===== src/rtl/text_pixel_fetch_if.sv =====
// -----------------------------------------------------------------------------
// text_pixel_fetch_if
// Editor-side bus of the text pixel fetch stage: cell writes and buffer clear.
//
// Signals:
//   wr_en      editor write strobe, single cycle
//   wr_x       target cell column (0..19 valid)
//   wr_y       target cell row    (0..14 valid)
//   wr_char    character code to store
//   clear_req  pulse: blank the whole character buffer
//   busy       clear sequence in progress (writes and clear requests ignored)
//
// Modports:
//   master  editor side (drives requests, observes busy)
//   slave   text_pixel_fetch side
// -----------------------------------------------------------------------------
interface text_pixel_fetch_if #(
   parameter int CHAR_W = 7
);
   logic              wr_en;
   logic [4:0]        wr_x;
   logic [4:0]        wr_y;
   logic [CHAR_W-1:0] wr_char;
   logic              clear_req;
   logic              busy;

   modport master (
      output wr_en,
      output wr_x,
      output wr_y,
      output wr_char,
      output clear_req,
      input  busy
   );

   modport slave (
      input  wr_en,
      input  wr_x,
      input  wr_y,
      input  wr_char,
      input  clear_req,
      output busy
   );
endinterface


===== src/rtl/text_pixel_fetch.sv =====
// -----------------------------------------------------------------------------
// text_pixel_fetch
// Upstream stage of the display pixel generator. Holds the 20x15 character
// buffer (one code per 32x32-pixel cell), looks up the cell under the current
// VGA coordinate, drives an external registered 8x8 font ROM (glyphs scaled
// x4) and produces the 1-bit word_pixel. The VGA coordinate and valid flag are
// delayed so they stay aligned with word_pixel (3-cycle latency, 1 pixel per
// clock, no stalls).
//
// Ports:
//   clk         pixel-domain clock
//   rst         synchronous, active-high reset; arms a full buffer clear
//   ed          editor bus (text_pixel_fetch_if.slave): writes, clear, busy
//   valid       VGA active-video flag
//   h_cnt       VGA horizontal count
//   v_cnt       VGA vertical count
//   font_addr   {char, glyph_row} to the external font ROM
//   font_row    ROM data, 1-cycle latency, bit7 = leftmost pixel
//   word_pixel  glyph pixel, aligned with the *_o outputs
//   valid_o     valid delayed 3 cycles
//   h_cnt_o     h_cnt delayed 3 cycles
//   v_cnt_o     v_cnt delayed 3 cycles
//
// Optional feature (macro TEXT_PIXEL_CURSOR_EN):
//   cur_x, cur_y, cur_on  blinking underline cursor on glyph rows 6-7 of the
//                         selected cell, driven by a 25-bit blink counter.
// -----------------------------------------------------------------------------
module text_pixel_fetch #(
   parameter int COLS   = 20,
   parameter int ROWS   = 15,
   parameter int CHAR_W = 7,
   parameter int CELLS  = COLS * ROWS
) (
   input  logic                clk,
   input  logic                rst,
   text_pixel_fetch_if.slave   ed,
   input  logic                valid,
   input  logic [9:0]          h_cnt,
   input  logic [9:0]          v_cnt,
   output logic [CHAR_W+2:0]   font_addr,
   input  logic [7:0]          font_row,
   output logic                word_pixel,
   output logic                valid_o,
   output logic [9:0]          h_cnt_o,
   output logic [9:0]          v_cnt_o
`ifdef TEXT_PIXEL_CURSOR_EN
   ,
   input  logic [4:0]          cur_x,
   input  logic [4:0]          cur_y,
   input  logic                cur_on
`endif
);

   localparam logic [4:0] COLS5 = 5'(COLS);
   localparam logic [4:0] ROWS5 = 5'(ROWS);
   localparam logic [8:0] COLS9 = 9'(COLS);
   localparam logic [8:0] LAST  = 9'(CELLS - 1);

   typedef enum logic {
      ST_IDLE,
      ST_CLEAR
   } state_t;

   // Clear sequencer
   state_t            r_state;
   logic [8:0]        r_cnt;
   logic              r_busy;

   // Character buffer
   logic [CHAR_W-1:0] r_mem [CELLS];

   // Write-side decode
   logic              w_wr_inrange;
   logic [8:0]        w_wr_idx;
   logic              w_ed_we;
   logic              w_clr_we;
   logic              w_we;
   logic [8:0]        w_waddr;
   logic [CHAR_W-1:0] w_wdata;

   // Read-side decode
   logic [4:0]        w_rd_cx;
   logic [4:0]        w_rd_cy;
   logic              w_rd_inrange;
   logic [8:0]        w_rd_idx;
   logic [CHAR_W-1:0] w_rd_char;

   // Pipeline registers
   logic [CHAR_W-1:0] r_char_p1;
   logic [9:0]        r_h_p1;
   logic [9:0]        r_v_p1;
   logic              r_vld_p1;
   logic [CHAR_W-1:0] r_char_p2;
   logic [9:0]        r_h_p2;
   logic [9:0]        r_v_p2;
   logic              r_vld_p2;
   logic              r_pix_p3;
   logic [9:0]        r_h_p3;
   logic [9:0]        r_v_p3;
   logic              r_vld_p3;

   logic              w_glyph_bit;
   logic              w_cur_hit;
   logic              w_pix;

   // ---------------------------------------------------------------------------
   // Clear FSM: sweeps every cell to 0, one per cycle. Reset leaves it armed
   // in CLEAR with the counter at 0, so the sweep starts when rst drops.
   // busy mirrors "state == CLEAR" as a register.
   // ---------------------------------------------------------------------------
   always_ff @(posedge clk) begin
      if (rst) begin
         r_state <= ST_CLEAR;
         r_cnt   <= '0;
         r_busy  <= 1'b1;
      end else begin
         case (r_state)
            ST_IDLE: begin
               if (ed.clear_req) begin
                  r_state <= ST_CLEAR;
                  r_cnt   <= '0;
                  r_busy  <= 1'b1;
               end
            end
            ST_CLEAR: begin
               if (r_cnt == LAST) begin
                  r_state <= ST_IDLE;
                  r_busy  <= 1'b0;
               end else begin
                  r_cnt <= r_cnt + 9'd1;
               end
            end
            default: begin
               r_state <= ST_IDLE;
               r_busy  <= 1'b0;
            end
         endcase
      end
   end

   assign ed.busy = r_busy;

   // ---------------------------------------------------------------------------
   // Buffer write port. The clear sweep owns the port while busy; an editor
   // write is dropped while busy, in the cycle a clear is requested, during
   // reset, or when it targets a cell outside the 20x15 grid.
   // ---------------------------------------------------------------------------
   assign w_wr_inrange = (ed.wr_x < COLS5) && (ed.wr_y < ROWS5);
   assign w_wr_idx     = ({4'd0, ed.wr_y} * COLS9) + {4'd0, ed.wr_x};
   assign w_ed_we      = ed.wr_en && !r_busy && !ed.clear_req && !rst && w_wr_inrange;
   assign w_clr_we     = (r_state == ST_CLEAR) && !rst;
   assign w_we         = w_clr_we || w_ed_we;
   assign w_waddr      = w_clr_we ? r_cnt : w_wr_idx;
   assign w_wdata      = w_clr_we ? '0 : ed.wr_char;

   always_ff @(posedge clk) begin
      if (w_we) begin
         r_mem[w_waddr] <= w_wdata;
      end
   end

   // ---------------------------------------------------------------------------
   // Read address: cell under the current coordinate. Off-grid or blanked
   // coordinates are forced to char 0, which always renders blank.
   // ---------------------------------------------------------------------------
   assign w_rd_cx      = h_cnt[9:5];
   assign w_rd_cy      = v_cnt[9:5];
   assign w_rd_inrange = (w_rd_cx < COLS5) && (w_rd_cy < ROWS5);
   assign w_rd_idx     = ({4'd0, w_rd_cy} * COLS9) + {4'd0, w_rd_cx};
   assign w_rd_char    = (valid && w_rd_inrange) ? r_mem[w_rd_idx] : '0;

   // ---- S1: registered buffer read, coordinate captured alongside ----------
   always_ff @(posedge clk) begin
      if (rst) begin
         r_char_p1 <= '0;
         r_h_p1    <= '0;
         r_v_p1    <= '0;
         r_vld_p1  <= 1'b0;
      end else begin
         r_char_p1 <= w_rd_char;
         r_h_p1    <= h_cnt;
         r_v_p1    <= v_cnt;
         r_vld_p1  <= valid;
      end
   end

   // Glyphs are scaled x4, so v_cnt[4:2] selects the glyph row.
   assign font_addr = {r_char_p1, r_v_p1[4:2]};

   // ---- S2: ROM access in flight; carry the context it needs at S3 ---------
   always_ff @(posedge clk) begin
      if (rst) begin
         r_char_p2 <= '0;
         r_h_p2    <= '0;
         r_v_p2    <= '0;
         r_vld_p2  <= 1'b0;
      end else begin
         r_char_p2 <= r_char_p1;
         r_h_p2    <= r_h_p1;
         r_v_p2    <= r_v_p1;
         r_vld_p2  <= r_vld_p1;
      end
   end

   // bit7 is the leftmost glyph column; h_cnt[4:2] is the glyph column.
   assign w_glyph_bit = font_row[3'd7 - r_h_p2[4:2]];

`ifdef TEXT_PIXEL_CURSOR_EN
   logic [24:0] r_blink;

   always_ff @(posedge clk) begin
      if (rst) begin
         r_blink <= '0;
      end else begin
         r_blink <= r_blink + 25'd1;
      end
   end

   // Underline on glyph rows 6-7 of the cursor cell, lit during the upper
   // half of the blink period.
   assign w_cur_hit = cur_on && r_blink[24] && r_vld_p2 &&
                      (r_h_p2[9:5] == cur_x) && (r_v_p2[9:5] == cur_y) &&
                      (r_v_p2[4:2] >= 3'd6);
`else
   assign w_cur_hit = 1'b0;
`endif

   assign w_pix = ((r_char_p2 != '0) && r_vld_p2 && w_glyph_bit) || w_cur_hit;

   // ---- S3: output register, pixel aligned with delayed coordinate ---------
   always_ff @(posedge clk) begin
      if (rst) begin
         r_pix_p3 <= 1'b0;
         r_h_p3   <= '0;
         r_v_p3   <= '0;
         r_vld_p3 <= 1'b0;
      end else begin
         r_pix_p3 <= w_pix;
         r_h_p3   <= r_h_p2;
         r_v_p3   <= r_v_p2;
         r_vld_p3 <= r_vld_p2;
      end
   end

   assign word_pixel = r_pix_p3;
   assign h_cnt_o    = r_h_p3;
   assign v_cnt_o    = r_v_p3;
   assign valid_o    = r_vld_p3;

endmodule


===== src/flat_wrapper.sv =====
// flat-port wrapper written by rule: the top's interface ports become plain ports
module text_pixel_fetch_flat 
#(
   parameter int COLS   = 20,
   parameter int ROWS   = 15,
   parameter int CHAR_W = 7,
   parameter int CELLS  = COLS * ROWS
)
  (clk, rst, valid, h_cnt, v_cnt, font_addr, font_row, word_pixel, valid_o, h_cnt_o, v_cnt_o, ed_wr_en, ed_wr_x, ed_wr_y, ed_wr_char, ed_clear_req, ed_busy);
  text_pixel_fetch_if #(.CHAR_W(CHAR_W)) ed_i ();
  input  logic clk;
  input  logic rst;
  input  logic valid;
  input  logic [9:0] h_cnt;
  input  logic [9:0] v_cnt;
  output logic [CHAR_W+2:0] font_addr;
  input  logic [7:0] font_row;
  output logic word_pixel;
  output logic valid_o;
  output logic [9:0] h_cnt_o;
  output logic [9:0] v_cnt_o;
  input wire logic [$bits(ed_i.wr_en)-1:0] ed_wr_en;
  input wire logic [$bits(ed_i.wr_x)-1:0] ed_wr_x;
  input wire logic [$bits(ed_i.wr_y)-1:0] ed_wr_y;
  input wire logic [$bits(ed_i.wr_char)-1:0] ed_wr_char;
  input wire logic [$bits(ed_i.clear_req)-1:0] ed_clear_req;
  output wire logic [$bits(ed_i.busy)-1:0] ed_busy;
  assign ed_i.wr_en = ed_wr_en;
  assign ed_i.wr_x = ed_wr_x;
  assign ed_i.wr_y = ed_wr_y;
  assign ed_i.wr_char = ed_wr_char;
  assign ed_i.clear_req = ed_clear_req;
  assign ed_busy = ed_i.busy;
  text_pixel_fetch #(.COLS(COLS), .ROWS(ROWS), .CHAR_W(CHAR_W), .CELLS(CELLS)) u_core (.clk(clk), .rst(rst), .ed(ed_i), .valid(valid), .h_cnt(h_cnt), .v_cnt(v_cnt), .font_addr(font_addr), .font_row(font_row), .word_pixel(word_pixel), .valid_o(valid_o), .h_cnt_o(h_cnt_o), .v_cnt_o(v_cnt_o));
endmodule

===== config.mk =====
export PLATFORM = sky130hd
export DESIGN_NAME = text_pixel_fetch_flat
export DESIGN_NICKNAME = d
export VERILOG_FILES = /design/src/rtl/text_pixel_fetch_if.sv /design/src/rtl/text_pixel_fetch.sv /design/src/flat_wrapper.sv
export SDC_FILE = /design/constraint.sdc
export NUM_CORES = 2
export LEC_CHECK = 0
export BUFFER_PORTS_ARGS = -buffer_cell sky130_fd_sc_hd__buf_2
export CORE_MARGIN = 2
export CORE_UTILIZATION = 45
export DETAILED_ROUTE_END_ITERATION = 7
export PLACE_DENSITY = 0.62
export SLEW_MARGIN = 5
export SYNTH_ARGS = -nofsm -noshare
export SYNTH_HDL_FRONTEND = slang
export SYNTH_SLANG_ARGS = --single-unit

===== constraint.sdc =====
create_clock -name clk -period 8.3 [get_ports clk]
set_input_delay 1.245 -clock clk [delete_from_list [all_inputs] [get_ports clk]]
set_output_delay 1.245 -clock clk [all_outputs]
set_load 0.005 [all_outputs]

# After elaboration in Yosys (flattened, before gate mapping)
# Memories as Yosys holds them, arrays and structs flattened. A register that Yosys moved wholly into a read port is not among the register bits.
# Cells that the tools add are included.
# totals
reg_bits	82
ram_bits	2100
in_bits	50
wordCells	65
n_memories	1
# op_classes
n_addsub	4
mul	2
magnitude_cmp	5
eq_ne	4
muxes	15
bitwise	2
reduce_logical	18
# mem_list
memory	words	width	read_ports	rd_ports_with_merged_regs	write_ports	line	rtl
u_core.r_mem	300	7	1	1	1	text_pixel_fetch.sv:70	logic [CHAR_W-1:0] r_mem [CELLS];
# ops
cell	count
$mux 9	3
$add 9x5->9	2
$pmux 9 s2	1
$mul 5x3->7 const B	2
$logic_and 1x1->1	10
$lt 5x4->1 const B	2
$lt 5x5->1 const B	2
$add 9x1->9 const B	1
$eq 9x9->1 const B	1
$mux 1	7
$mux 7	1
$reduce_bool 7->1	1
$ne 2x2->1 const B	3
$lt 3x4->1 const B	1
$pmux 1 s2	2
$reduce_and 2->1	2
$bmux 1 s3	1
$logic_not 1->1	3
$sub 3x3->3 const A	1
$not 1->1	2
$reduce_or 2->1	1
$logic_or 1x1->1	1

# Depth between registers and ports, before layout
# depth
depth_word	8
ltp_mapped	14
ltp_nobuf	10

# Worst setup path after synthesis
# Ideal clock, no wire load.
# synth_path
kind	input port to flip-flop
startpoint	input rst
endpoint	memory u_core.r_mem[0][0], data pin
setup_ps	984
arrival_ps	5759
t_required_ps	7316
setup_slack_ps	1557
cell_stages	5
cell_sequence	buf_2 nand2b_1 buf_2 clkbuf_1 and2_1
# synth_via
elab_chain_len	3
# synth_lines
item	line	rtl
from (decl)	flat_wrapper.sv:12	input logic rst;
$logic_not 1->1	text_pixel_fetch.sv:151	assign w_clr_we = (r_state == ST_CLEAR) && !rst;
$logic_and 1x1->1	text_pixel_fetch.sv:151	
$mux 7	text_pixel_fetch.sv:154	assign w_wdata = w_clr_we ? '0 : ed.wr_char;
named net u_core.w_wdata[0]	text_pixel_fetch.sv:79	logic [CHAR_W-1:0] w_wdata;
to (decl)	text_pixel_fetch.sv:70	
# The timed path passes the listed nets, and every way through them passes these cells.

# Final worst setup path
# layout_path
startpoint	input v_cnt[6]
endpoint	register u_core.r_char_p1[6] (read register of u_core.r_mem)
# layout_via
elab_chain_len	5
elab_cells_between_ends	7
classes_between	add/sub: 1; mul: 1; order compare: 1; bitwise: 1; reduce/logical: 3
# layout_lines
item	line	rtl
from (decl)	flat_wrapper.sv:15	input logic [9:0] v_cnt;
parallel branches: the longest is 5 deep, another holds $add 9x5->9	--	
to (decl)	text_pixel_fetch.sv:89	logic [CHAR_W-1:0] r_char_p1;
# Parallel ways; which one is timed is not known.
# A chain may end at the register's enable or synchronous reset.

==> summary.md <==
The worst setup path is captured at a flip-flop. The count of yosys warnings during synthesis came out at 0. The run gives 2,189 as the number of sinks on the clock net. The overall power after layout is 23.8 mW. The die outline height works out to 442 um.

The buffer depth of the longest clock path is 3, and the layout cell share with drive strength beyond 1 is 18.5%. After synthesis, flip-flops and latches occupy 74.9% of the total area. For the count of pins over their slew limit, the log shows 0. Dividing the detail-routed wire length by the instance count gives 31.6 um.

The worst-case IR drop observed on VDD is 0.163 mV. The worst register-to-register path begins at u_core.r_state. The run gives 0 as the number of buffers added to fix hold violations after cts. In this run, post-CTS repair resized a total of 0 instances.

After global routing the overflow that remains totals 0. The worst path buffer plus inverter count was 1. The DRC violation count after routing was 0; the number of setup violations in the final report was 0. Buffers placed on the I/O ports in this run total 82.

The async set-or-reset flop fraction in the synthesized netlist was 0%. The cell count after synthesis came out at 4,330. The run gives 30.7 nW as the static leakage. Buffers added to address setup during post-CTS repair amount to 0.

The detail-routed via count per cell was 6.19. The run finished with clean final reports. In this run the critical register-to-register path is captured at u_core.r_mem[285][6].

The mean instance size in the synthesized netlist came out at 20.0 um2. In this run the horizontal extent of the chip is 442 um. Kind of cell adding the most delay to the critical path: simple AND/OR/NAND/NOR gates. The slowest stage cell on the critical path was sky130_fd_sc_hd__a2111oi_1. Across all layers, the routed design uses 44,400 vias. The tools report the number of filler cells placed in the layout as 15,200. TritonCTS built the clock tree. Counting every net in the synthesized netlist gives 4,403. The run gives 214 as the number of buffers created by CTS.

The tools report the worst setup path endpoint as u_core.r_char_p1[6]. In this run the remaining antenna-violating nets after routing total 0. The count of final hold-check violations came out at 0. Counting stages on the worst path, the most repeated cell is sky130_fd_sc_hd__ha_1. Clock-pin slew was measured on the worst setup and hold paths at 60 ps. The count of TritonRoute iterations in the first routing pass was 6; the worst reg2reg path depth was 5. Across the routed clock network, the largest skew measured is 31.5 ps.

For the cell total after placement, the log shows 6,762. For this block, the initial DRC count from the detailed router was 5,553. The start point of the worst min-delay path was u_core.r_h_p2[9].

For the data arrival time of the critical path, the log shows 6070 ps. The tree is rooted in a sky130_fd_sc_hd__clkbuf_16. The min-delay analysis places its worst path in the category flip-flop to flip-flop. The logs give 5 for the initial antenna violation count and 9010 ps for the required time of the worst setup path.

The region available for standard cell placement spans 191,000 um2. The maximum achievable frequency is 186 MHz. In this run, synthesis produced a sequential element count of 2,189. The signal on the critical path passes through buf_2, ha_1, ha_1, fa_1, or3_2, nand2_1, nand2_2, a2111oi_1, o31a_1, nor4_1. The top cell types in the final layout, fill and taps aside, are sky130_fd_sc_hd__edfxtp_1 (2,100), sky130_fd_sc_hd__nor2_1 (353), sky130_fd_sc_hd__mux4_2 (340), sky130_fd_sc_hd__mux2i_1 (244), sky130_fd_sc_hd__clkbuf_16 (221).

In this run the count of I/O pins placed on the die edge is 83. The worst path needs 5370 ps of the cycle, external delays included. Cells fill 50.3% of the core in the end. For this run, the leading register cell type out of synthesis is sky130_fd_sc_hd__edfxtp_1. Compared with the post-synthesis result, the final layout area differs by 10.9%. The cell count along the critical path came out at 10.

The first global-routing pass estimated 322,000 um of wire. In this run, distinct cell masters in the synthesized netlist total 89. Routability-driven placement finished with a final weighted congestion of 0.859.

The power per cell area was 248 nW/um2. The number of max-cap violations is 0. Setup repair after global routing left no endpoint under its margin. The tools report the aggregate negative setup slack as 0 ps. Maximum cell stage delay along the critical path: 1170 ps. The finished layout holds 7,161 standard cells, fillers aside. Detailed placement finished with a half-perimeter wire length of 134,000 um. The commonest non-fill, non-tap cell in the layout was sky130_fd_sc_hd__edfxtp_1.

The pin count of the biggest net entering global routing was 169. The latest clock arrival within the worst-skew pair was 860 ps; the largest fanout on the critical path was 14. Setup slack on the worst reg-to-reg path comes out at 3820 ps. The critical path is of the input pin to flip-flop type. The die covers 196,000 um2.

For this run, the post-layout net count is 4,540. CTS built an H-tree with a depth of 4. For the pin with the worst max-slew slack, the measured transition is 1300 ps. The total wire length after detailed routing is 226,000 um. The via count of the first global-routing pass is 43,200. The total standard cell area after synthesis is 86,500 um2. The post-route clock period utilization was 64.7%. In this run the tightest slew margin relative to its limit is 13.2%. In this run the worst setup path begins at v_cnt[6]. In the global route stage, overall resource usage came out at 22.9%. STA classifies the critical path startpoint as an input pin.

The initial core utilization was 45.4%. In this run the core area contains 160 standard-cell rows. Number of enable flip-flop cells after synthesis: 2,100.
[Yosys cell counts (9+ instances only)]
cell	count	area [um2]
sky130_fd_sc_hd__edfxtp_1	2100	63100
sky130_fd_sc_hd__nor2_1	357	1340
sky130_fd_sc_hd__mux4_2	340	7660
sky130_fd_sc_hd__mux2i_1	244	2440
sky130_fd_sc_hd__nand2_1	151	567
sky130_fd_sc_hd__o221ai_1	101	885
sky130_fd_sc_hd__mux4_1	98	2570
sky130_fd_sc_hd__dfxtp_1	89	1780
sky130_fd_sc_hd__o22ai_1	81	507
sky130_fd_sc_hd__a21oi_1	72	360
sky130_fd_sc_hd__nor2b_1	72	450
sky130_fd_sc_hd__clkbuf_1	69	259
sky130_fd_sc_hd__buf_2	61	305
sky130_fd_sc_hd__buf_6	38	428
sky130_fd_sc_hd__o21ai_0	36	180
sky130_fd_sc_hd__nand3_1	30	150
sky130_fd_sc_hd__buf_8	26	390
sky130_fd_sc_hd__nor3_1	26	130
sky130_fd_sc_hd__buf_4	22	165
sky130_fd_sc_hd__ha_1	19	238
sky130_fd_sc_hd__clkbuf_8	18	248
sky130_fd_sc_hd__o211ai_1	18	135
sky130_fd_sc_hd__buf_12	13	260
sky130_fd_sc_hd__a22o_1	12	105
sky130_fd_sc_hd__a22oi_1	12	90.1
sky130_fd_sc_hd__a31oi_1	12	75.1
sky130_fd_sc_hd__nand4_1	12	75.1
sky130_fd_sc_hd__and2_1	10	62.6
sky130_fd_sc_hd__nand2b_1	10	62.6
sky130_fd_sc_hd__o22a_1	10	87.6
sky130_fd_sc_hd__a32oi_1	9	78.8
sky130_fd_sc_hd__or3_1	9	56.3
[flip-flops by register name, indices dropped and copies added, names as in the netlist, 7 cells and up]
| name | cells |
|---|---|
| u_core.h_cnt_o | 10 |
| u_core.r_char_p1 | 7 |
| u_core.r_char_p2 | 7 |
| u_core.r_cnt | 9 |
| u_core.r_h_p1 | 10 |
| u_core.r_h_p2 | 10 |
| u_core.r_mem | 2100 |
| u_core.r_v_p1 | 10 |
| u_core.r_v_p2 | 10 |
| u_core.v_cnt_o | 10 |
[stage by stage]
stage / area [um2] / hold WS (ps) / setup slack [ps]
after floorplan: 86500 / 414 / 1560
after global placement: 89100 / 415 / 2120
after detailed placement: 89100 / 420 / 2180
after CTS: 95900 / 436 / 3070
after global routing: 95900 / 453 / 2800
final: 95900 / 434 / 2930
[worst reg2reg max path, stage by stage (launching register included)]
cell	delay (ps)
sky130_fd_sc_hd__dfxtp_1	500
sky130_fd_sc_hd__nand2b_1	610
sky130_fd_sc_hd__mux2_2	530
sky130_fd_sc_hd__nor2_2	770
sky130_fd_sc_hd__nand2_1	900
sky130_fd_sc_hd__nor2_1	800
[area by class of cell]
| cell class | count | area (um2) | share of cell area (%) |
|---|---|---|---|
| clock inverters | 120 | 1110 | 1.16 |
| multi-input cells | 1883 | 19700 | 20.5 |
| flip-flops and latches | 2189 | 64800 | 67.6 |
| inverters | 8 | 32.5 | 0.0339 |
| diodes | 6 | 15.0 | 0.0156 |
| well taps | 2511 | 3140 | 3.27 |
| repair buffers | 171 | 1350 | 1.41 |
| clock buffers | 273 | 5760 | 6.00 |
[power by group]
part           switching [mW]  internal (mW)  total, mW  leakage, nW
sequential             0.0171           12.1       12.2         19.9
combinational            1.46          0.613       2.07         7.50
clock                    4.08           5.47       9.55         3.35
[worst min-delay path by stage]
stage / endpoint / slack [ps] / depth (start not counted)
final: u_core.h_cnt_o[9] / 430 / 1
after floorplan: u_core.h_cnt_o[0] / 410 / 1
after detailed placement: u_core.r_v_p2[9] / 420 / 1
after global routing: u_core.h_cnt_o[9] / 450 / 1
after global placement: u_core.r_h_p2[0] / 420 / 1
after CTS: u_core.r_v_p2[9] / 440 / 1
[kinds of logic after synthesis]
logic type	count (synthesis)	synth area share, %
AO/OA/AOI/OAI	448	3.75
multiplexers	684	14.7
XOR/XNOR	13	0.156
AND/OR/NAND/NOR	715	3.68
buffers and inverters	258	2.44
adder cells (fa/ha/maj)	23	0.367
flip-flops	2189	74.9
[layer usage]
layer  up-vias  wire length (um)  global-route usage [%]
met5         -                 0                       0
met4         0              6680                    7.16
met3       329             20500                    4.40
met2      2377            106000                    35.4
met1     23400             92800                    32.9
li1      18200                 -                       -
Note: power is estimated with default switching activity, not from simulation.
